[config.mk]
export PLATFORM = sky130hd
export DESIGN_NAME = pipeline_ctrl
export DESIGN_NICKNAME = d
export VERILOG_FILES = /design/src/rtl/pipeline_pkg.sv /design/src/rtl/hazard_detect.sv /design/src/rtl/pipeline_ctrl.sv
export SDC_FILE = /design/constraint.sdc
export NUM_CORES = 1
export LEC_CHECK = 0
export ABC_AREA = 1
export CAP_MARGIN = 25
export CELL_PAD_IN_SITES_DETAIL_PLACEMENT = 1
export CELL_PAD_IN_SITES_GLOBAL_PLACEMENT = 2
export CORE_MARGIN = 5
export CORE_UTILIZATION = 27
export DETAILED_ROUTE_END_ITERATION = 8
export PLACE_DENSITY_LB_ADDON = 0.1
export SYNTH_ARGS = -nofsm -noshare
export SYNTH_HDL_FRONTEND = slang
export SYNTH_SLANG_ARGS = --single-unit
[constraint.sdc]
create_clock -name CLK -period 3 [get_ports CLK]
set_clock_uncertainty 0.1 [all_clocks]
set_input_delay 0.9 -clock CLK [delete_from_list [all_inputs] [get_ports CLK]]
set_output_delay 0.9 -clock CLK [all_outputs]
set_load 0.02 [all_outputs]
[src/rtl/pipeline_pkg.sv]
// Shared definitions for the pipeline control block: FSM state encoding and
// default width of the stall-cycle counter.
package pipeline_pkg;

    localparam int CNT_W_DEFAULT = 16;

    typedef enum logic [1:0] {
        RUN       = 2'd0,
        LU_STALL  = 2'd1,
        REDIRECT  = 2'd2,
        DMEM_WAIT = 2'd3
    } state_t;

endpackage

[src/rtl/hazard_detect.sv]
// Load-use hazard compare: the load in EX targets a register read by the
// instruction in ID (x0 never creates a hazard).
module hazard_detect (
    input  logic [4:0] IFID_RS1,
    input  logic [4:0] IFID_RS2,
    input  logic [4:0] IDEX_RD,
    input  logic       IDEX_MEMREAD,
    output logic       LOAD_USE
);

    assign LOAD_USE = IDEX_MEMREAD && (IDEX_RD != '0) &&
                      ((IDEX_RD == IFID_RS1) || (IDEX_RD == IFID_RS2));

endmodule

[src/rtl/pipeline_ctrl.sv]
// Pipeline stall/flush controller: combinational HOLD/FLUSH decode from the
// current state and hazard inputs, plus stall and redirect counters.
module pipeline_ctrl
    import pipeline_pkg::*;
#(
    parameter int CNT_W = CNT_W_DEFAULT
) (
    input  logic             CLK,
    input  logic             RESET,
    input  logic [4:0]       IFID_RS1,
    input  logic [4:0]       IFID_RS2,
    input  logic [4:0]       IDEX_RD,
    input  logic             IDEX_MEMREAD,
    input  logic             BRANCH_TAKEN,
    input  logic             IMEM_BUSY,
    input  logic             DMEM_BUSY,
    output logic             PC_HOLD,
    output logic             IFID_HOLD,
    output logic             IDEX_HOLD,
    output logic             EXMEM_HOLD,
    output logic             MEMWB_HOLD,
    output logic             IFID_FLUSH,
    output logic             IDEX_FLUSH,
    output logic [1:0]       STATE,
    output logic [CNT_W-1:0] STALL_CYCLES,
    output logic [7:0]       FLUSH_COUNT
);

    state_t state;
    state_t state_nxt;
    logic   pend;
    logic   pend_nxt;
    logic   load_use;
    logic   do_branch;

    hazard_detect u_hazard (
        .IFID_RS1     (IFID_RS1),
        .IFID_RS2     (IFID_RS2),
        .IDEX_RD      (IDEX_RD),
        .IDEX_MEMREAD (IDEX_MEMREAD),
        .LOAD_USE     (load_use)
    );

    assign STATE = state;

    always_comb begin
        PC_HOLD    = 1'b0;
        IFID_HOLD  = 1'b0;
        IDEX_HOLD  = 1'b0;
        EXMEM_HOLD = 1'b0;
        MEMWB_HOLD = 1'b0;
        IFID_FLUSH = 1'b0;
        IDEX_FLUSH = 1'b0;
        state_nxt  = RUN;
        pend_nxt   = 1'b0;
        do_branch  = 1'b0;
        if (RESET) begin
            IFID_FLUSH = 1'b1;
            IDEX_FLUSH = 1'b1;
        end else if (DMEM_BUSY) begin
            PC_HOLD    = 1'b1;
            IFID_HOLD  = 1'b1;
            IDEX_HOLD  = 1'b1;
            EXMEM_HOLD = 1'b1;
            MEMWB_HOLD = 1'b1;
            state_nxt  = DMEM_WAIT;
            // A frozen branch is remembered; REDIRECT's EX slot is a bubble.
            pend_nxt   = pend || (BRANCH_TAKEN && (state != REDIRECT));
        end else begin
            case (state)
                REDIRECT: IFID_FLUSH = 1'b1;
                default: begin
                    if (BRANCH_TAKEN || ((state == DMEM_WAIT) && pend)) begin
                        IFID_FLUSH = 1'b1;
                        IDEX_FLUSH = 1'b1;
                        do_branch  = 1'b1;
                        state_nxt  = REDIRECT;
                    end else if (load_use && (state != LU_STALL)) begin
                        PC_HOLD    = 1'b1;
                        IFID_HOLD  = 1'b1;
                        IDEX_FLUSH = 1'b1;
                        state_nxt  = LU_STALL;
                    end else if (IMEM_BUSY) begin
                        PC_HOLD    = 1'b1;
                        IFID_FLUSH = 1'b1;
                    end
                end
            endcase
        end
    end

    always_ff @(posedge CLK or posedge RESET) begin
        if (RESET) begin
            state        <= RUN;
            pend         <= 1'b0;
            STALL_CYCLES <= '0;
            FLUSH_COUNT  <= '0;
        end else begin
            state <= state_nxt;
            pend  <= pend_nxt;
            if (PC_HOLD && (STALL_CYCLES != '1))
                STALL_CYCLES <= STALL_CYCLES + CNT_W'(1);
            if (do_branch && (FLUSH_COUNT != '1))
                FLUSH_COUNT <= FLUSH_COUNT + 8'd1;
        end
    end

endmodule

==> metrics.txt, run 1 <==
run status finished, final reports clean; Clock Sinks 27; min setup slack post-route 57.5 ps; gr usage total 0.121; die height 91.0 um; Final Total Pwr 1180 uW; number of buffers and inverters on the critical path 4; Critical Path Fanout Max 4; Die Wd 91.0 um; setup slack at placement -870 ps; Worst-Skew Late Latency 270 ps; vias per std cell 4.49; wire per inst 13.1 um; dpl cells 376; n_diodes 0; nets 327; most frequent cells in the layout nand2_1, clkdlybuf4s50_1, dfrtp_1, inv_1, nand3_1; initial antenna violation count 0; final hold vios 0; Setup crit start kind input port; PwrDens 479 mW/mm^2; syn_area_per_cell 7.25 sq um; Root Buffer Master clkbuf_8; Setup CP Type input port to output pin; CTS Buf Count 3; Final Setup Violations 0; fin crit period 2940 ps; Worst VDD drop 324 uV; Ports 54; post-synth cell types 25; final wirelength 4980 um; most common cell after layout, fill and taps aside nand2_1; HPWL after DPL 3820 um; slowest CP cell clkdlybuf4s50_1; Port Buffers 53; sequential element share of the synthesized area 0.382; Data arrival, critical path 1940 ps; CP delay by family, top buffers and inverters; Synth area leaders dfrtp_1, nand2_1, nand3_1; total die area 0.00827 sq mm; RSZ-0062 raised after global routing true; number of setup buffers added after CTS 0; Rows 29; first-pass GRT wire length 8290 um; fin util 0.387; drt initial violations 43; Cell Area, Synth 0.00177 sq mm; Initial Utilization 0.279; max_cap viols 0; post-route ant nets 0; crit end category output pin; Clock Pin Slew Worst Setup and Hold Paths 100 ps; GRT overflow 0; crit-path cells clkdlybuf4s50_1 -> inv_1 -> nor2_2 -> inv_2 -> nand2_4 -> a21oi_2 -> buf_4; vias in the first global route 1735; Worst slew margin 0.755; H-tree levels 1; TritonCTS clock tree done; CP max stage delay 490 ps; largest net degree at the start of global routing 28; drc violations 0; Hold Crit Class flop to flop; First-pass DRT Iterations 4; via count 1708; layout overhead on the synthesized area 38.8%; Final Slew Violations 0; global placer's final weighted congestion 0.741; Finished Layout Cells 380; share of cells above drive strength 1 0.195; Yosys reg bits 27; Syn Inst Count 244; Syn. warnings 0; fmax 0.340 GHz; area leader, netlist dfrtp_1; Max clock buf depth 2; Period Utilization, post-route 0.981; measured slew at the worst slew-check pin 364 ps; syn nets 267; Core ar. 0.00635 sq mm; Leak Pwr 0.00127 uW; Synth top area share 0.382; WP data required 2000 ps
==> cells in the mapped netlist <==
cell and instances:
nand3_1 28, a21oi_1 3, ha_1 2, nor3_1 4
xor2_1 10, inv_4 1, nand4_1 5, buf_4 2
nor4_1 1, dfrtp_1 27, nand2_4 2, nor2_2 1
bufinv_8 1, buf_8 1, nor2_1 20, inv_2 6
nor2_4 1, buf_6 1, inv_1 29, buf_2 2
nor2_8 1, xnor2_1 10, nand2_1 81, o21ai_0 3
nand3_2 2
==> worst paths after layout <==
kind,slack (ps),cells past startpoint,start,endpoint
max,60,7,DMEM_BUSY,IFID_FLUSH
min,400,1,FLUSH_COUNT[3],FLUSH_COUNT[3]
max reg2reg,950,11,STALL_CYCLES[0],STALL_CYCLES[11]
min reg2reg,400,1,FLUSH_COUNT[3],FLUSH_COUNT[3]
max in group asynchronous,1570,4,RESET,STALL_CYCLES[13]
min in group asynchronous,950,4,RESET,STATE[0]
==> cells by family (layout without fill, tap and decap cells) <==
kind of cell               Yosys count  after routing  share of synthesized area
AOI/OAI and AO/OA                    6              6                     0.0170
buffers and inverters               43            102                      0.117
xor gates and xnor gates            20             20                     0.0990
DFF                                 27             27                      0.382
and+or+nand+nor                    146            146                      0.371
adders and majority gates            2              2                     0.0141
==> power by group <==
| group | total (uW) | internal (uW) | switching [uW] |
|---|---|---|---|
| registers | 505 | 427 | 77.8 |
| logic | 456 | 209 | 247 |
| clock network | 216 | 93.3 | 122 |
==> routing by layer <==
metal	global-route usage	routed length [um]	vias to the layer above
met3	0.0207	120	4
met2	0.193	2350	30
met5	0	0	-
li1	-	-	867
met4	0.0257	44	0
met1	0.172	2470	807
==> sequential cells by signal, summed over array words and instances, names as in the netlist <==
signal / flops
STATE: 2
STALL_CYCLES: 16
pend: 1
FLUSH_COUNT: 8
==> timing repair <==
| action | CTS | global route |
|---|---|---|
| resized for setup | 69 | 27 |
| endpoints found under the setup margin | 7 | 7 |
| pin swaps | 13 | 14 |
| hold buffers | 0 | 0 |
==> stage by stage <==
stage          TNS (ps)  area (sq um)  hold slack (ps)
4_1_cts               0          2460              407
5_1_grt           -31.2          2450              437
3_5_place_dp      -5290          2400              386
3_3_place_gp      -4430          2400              386
2_1_floorplan         0          1770              363
6_report              0          2450              404
==> cell type report <==
type	instances	area (sq um)
clock buffers	3	41.3
clock inverters	1	5.00
fillers	790	3890
inverters	37	155
multi-input cells	174	971
flip-flops and latches	27	676
well taps	77	96.3
repair buffers	61	510
No activity file was read; power rests on OpenSTA's default activity.
==> run 2, diff against run 1 <==
Settings changed: CELL_PAD_IN_SITES_DETAIL_PLACEMENT 1 to unset, CELL_PAD_IN_SITES_GLOBAL_PLACEMENT 2 to unset, CORE_MARGIN 5 to 2, CORE_UTILIZATION 27 to 36, CTS_CLUSTER_DIAMETER set to 80, PLACE_DENSITY_LB_ADDON 0.1 to unset.
==> metrics.txt, run 2 (synthesized netlist as in run 1, its figures left out) <==
run status finished, final reports clean; WP data required 2000 ps; Root Buffer Master clkbuf_8; final hold vios 0; final wirelength 4060 um; Core ar. 0.00472 sq mm; max reg flops 16; drc violations 0; TritonCTS clock tree done; Hold Crit Class flop to flop; Worst-Skew Late Latency 270 ps; fmax 0.343 GHz; Setup CP Type input port to output pin; placed cell area 0.00241 sq mm; gr usage total 0.156; most common cell after layout, fill and taps aside nand2_1; CTS Buf Count 3; dpl cells 368; CP max stage delay 250 ps; Sw Share 0.369; PwrDens 478 mW/mm^2; Final Setup Violations 0; Die Wd 74.1 um; HPWL after DPL 3000 um; Seq pwr share 0.436; RSZ-0062 raised after global routing true; H-tree levels 1; n_diodes 0; crit end category output pin; layout overhead on the synthesized area 36.9%; Clock Pin Slew Worst Setup and Hold Paths 90 ps; GRT overflow 0; final instance area 0.00242 sq mm; Initial Utilization 0.375; via count 1676; First-pass DRT Iterations 4; global placer's final weighted congestion 0.821; vias per std cell 4.48; wire per inst 10.9 um; share of cells above drive strength 1 0.166; post-route ant nets 0; fin crit period 2920 ps; Ports 54; Rows 25; largest net degree at the start of global routing 28; drt initial violations 70; crit-path cells dlygate4sd2_1 -> inv_1 -> nand2_1 -> nand2_1 -> nor2_1 -> nand3_1 -> nand2_2 -> nand3_2 -> nand2_2 -> a21oi_2 -> buf_6; Finished Layout Cells 374; slowest CP cell dlygate4sd2_1; Leak Pwr 0.00128 uW; Setup crit start kind input port; fill count 459; Period Utilization, post-route 0.972; initial antenna violation count 0; combinational power share 0.384; Final Slew Violations 0; most frequent cells in the layout nand2_1, clkdlybuf4s50_1, inv_1; Port Buffers 53; Worst VDD drop 460 uV; Sw Pwr 428 uW; max_cap viols 0; Worst slew margin 0.759; P_int 731 uW; Data arrival, critical path 1920 ps; nets 331; die height 74.1 um; Critical Path Fanout Max 3; Clock power frac 0.180; measured slew at the worst slew-check pin 359 ps; Clock Sinks 27; total die area 0.00549 sq mm; first-pass GRT wire length 6860 um; Largest Register STALL_CYCLES; vias in the first global route 1611; Max clock buf depth 2
==> run 2: layout make-up <==
class / count / area [sq um] / area share
multi-input combinational: 174 / 915 / 0.378
sequential: 27 / 676 / 0.279
timing repair buffer: 65 / 548 / 0.226
inverter: 37 / 155 / 0.0640
tap: 67 / 83.8 / 0.0346
clock buffer: 4 / 45.0 / 0.0186
==> run 2: final timing paths <==
check	start	endpoint	slack, ps	cells after the start
max reg2reg	STALL_CYCLES[0]	STALL_CYCLES[5]	1020	11
max in group asynchronous	RESET	FLUSH_COUNT[7]	1470	5
min	FLUSH_COUNT[3]	FLUSH_COUNT[3]	400	1
min in group asynchronous	RESET	STALL_CYCLES[8]	1070	5
min reg2reg	FLUSH_COUNT[3]	FLUSH_COUNT[3]	400	1
max	IFID_RS2[3]	IFID_FLUSH	80	11
==> run 2: metrics by stage <==
stage / TNS [ps] / hold slack (ps) / util / setup WS (ps) / total power, uW
global placement: -3970 / 385 / 0.510 / -745 / 958
CTS: 0 / 410 / 0.520 / 7.37 / 1170
floorplan: 0 / 363 / - / 50.5 / 743
detailed placement: -3980 / 389 / 0.510 / -757 / 965
global route: -9.71 / 431 / 0.513 / -7.50 / 1240
finish: 0 / 402 / 0.513 / 83.5 / 1160
==> run 2: critical path: cells and delay by family <==
kind / cells / cell delay, ps
simple gates: 7 / 450
compound gates: 1 / 140
buf+inv: 3 / 430
==> run 2: what timing repair did <==
action,CTS,global route
resized for setup,55,21
endpoints found under the setup margin,7,7
hold buffers,0,0
setup buffers,2,0
pin swaps,13,11
==> run 2: power groups by stage <==
stage          registers, uW  clock network, uW  logic [uW]
2_1_floorplan            576                  0         167
3_3_place_gp             510                  0         448
3_5_place_dp             511                  0         454
4_1_cts                  507                217         449
5_1_grt                  515                233         493
6_report                 506                209         445
==> run 2: routing by layer <==
layer / part of all wire / track usage / up-vias / wire length, um
li1: - / - / 882 / -
met1: 0.50 / 0.217 / 754 / 2020
met2: 0.44 / 0.256 / 38 / 1790
met3: 0.060 / 0.0244 / 2 / 242
met4: 0.0017 / 0.0404 / 0 / 7
met5: 0 / 0 / - / 0
==> run 3, diff against run 2 <==
Settings changed: CORE_MARGIN 2 to 5.
==> metrics.txt, run 3 (synthesized netlist as in run 1, its figures left out) <==
layout overhead on the synthesized area 42.0%; Data arrival, critical path 3020 ps; Worst VDD drop 334 uV; Largest Register STALL_CYCLES; H-tree levels 1; Worst Hold Depth 1; setup slack at placement -784 ps; fmax 0.339 GHz; PwrDens 463 mW/mm^2; Final Total Pwr 1160 uW; Critical Path Fanout Max 3; HPWL after DPL 3160 um; Root Buffer Master clkbuf_8; most common cell after layout, fill and taps aside nand2_1; global placer's final weighted congestion 0.808; Clock Pin Slew Worst Setup and Hold Paths 90 ps; Max clock buf depth 2; Final Setup Violations 0; measured slew at the worst slew-check pin 357 ps; fin util 0.528; Worst-Skew Late Latency 270 ps; Ports 54; CTS Buf Count 3; first-pass GRT wire length 7420 um; die height 80.1 um; largest net degree at the start of global routing 28; Final Slew Violations 0; most frequent cells in the layout nand2_1, dfrtp_1, nand3_1, clkdlybuf4s50_1, inv_1; share of cells above drive strength 1 0.236; FF-to-FF setup slack 400 ps; crit end category flop; Rows 25; hold_sp FLUSH_COUNT[4]; Core ar. 0.00475 sq mm; Hold Crit Class flop to flop; n_diodes 0; gr usage total 0.144; Post-CTS Hold Buffers 0; total die area 0.00642 sq mm; Initial Utilization 0.372; vias in the first global route 1633; Period Utilization, post-route 0.983; R2R Path End STATE[0]; via count 1701; Setup CP Type input port to flop; TritonCTS clock tree done; run status finished, final reports clean; post-route ant nets 0; initial antenna violation count 0; final wirelength 4320 um; max_cap viols 0; drt initial violations 45; GRT overflow 0; First-pass DRT Iterations 4; max reg flops 16; final hold vios 0; min setup slack post-route 50.5 ps; drc violations 0; WP data required 3070 ps; worst hold endpoint FLUSH_COUNT[4]; Port Buffers 53; Die Wd 80.1 um; r2r startpoint STATE[0]; vias per std cell 4.42; nets 342; Setup crit start kind input port; Leak Pwr 0.00135 uW; wire per inst 11.2 um; Worst slew margin 0.760; worst-case reg-to-reg path depth 17; fin crit period 2950 ps; Clock Sinks 27
==> run 3: cell types whose count changed in the layout (fill, tap and decap cells not counted), moves of 2 or more <==
cell / delta
clkdlybuf4s15_2: +3
dlymetal6s2s_1: +2
clkdlybuf4s50_1: -2
buf_2: -5
inv_2: +3
inv_1: -3
buf_4: +11
clkbuf_2: +8
clkdlybuf4s15_1: -2
dlygate4sd2_1: -5
==> run 3: repair_timing <==
action	4_1_cts	5_1_grt
gates cloned	0	0
pin swaps	13	18
resized for setup	56	37
setup endpoints to repair	7	5
buffers inserted	12	1
==> run 3: power breakdown <==
part | leakage, uW | total [uW] | switching (uW) | internal (uW)
registers | 0.000359 | 501 | 73.6 | 428
clock network | 0.0000228 | 205 | 110 | 95.0
logic | 0.000968 | 458 | 240 | 218
==> run 3: worst max path at each step <==
stage                  to        start  cells after the start
3_3_place_gp   IFID_FLUSH   IDEX_RD[0]                     10
6_report         STATE[0]  IFID_RS1[2]                     18
5_1_grt          STATE[0]  IFID_RS1[2]                     18
2_1_floorplan  IDEX_FLUSH        RESET                      2
3_5_place_dp   IFID_FLUSH   IDEX_RD[0]                     10
4_1_cts          STATE[0]   IDEX_RD[1]                     21
==> run 3: through the flow <==
stage	cell area (sq um)	hold slack (ps)	setup TNS (ps)	cells
final	2510	396	0	385
after global routing	2510	420	-25.1	385
after CTS	2520	402	0	384
after detailed placement	2410	382	-3930	368
after global placement	2410	381	-3880	368
after floorplan	1770	363	0	244
==> run 3: critical path: stages <==
cell	delay [ps]
clkdlybuf4s15_1	210
xnor2_2	150
nand3_1	100
nand2_2	70
nand3_2	80
nand2_2	80
buf_6	120
buf_4	120
buf_4	120
buf_4	120
buf_4	120
buf_4	120
buf_4	120
buf_4	120
buf_4	120
buf_4	120
buf_4	120
buf_4	120
==> run 3: final cells by class <==
cell class | count | area [sq um]
Multi-Input combinational cell | 174 | 921
Timing Repair Buffer | 76 | 632
Clock buffer | 4 | 45.0
Tap cell | 67 | 83.8
Sequential cell | 27 | 676
Fill cell | 486 | 2240
Inverter | 37 | 155
==> run 3: layer usage <==
layer,global-route usage,vias to the layer above,part of all wire
met3,0.0280,2,0.061
met4,0.0304,0,0.0072
li1,-,900,-
met1,0.203,756,0.48
met5,0,-,0
met2,0.227,43,0.45
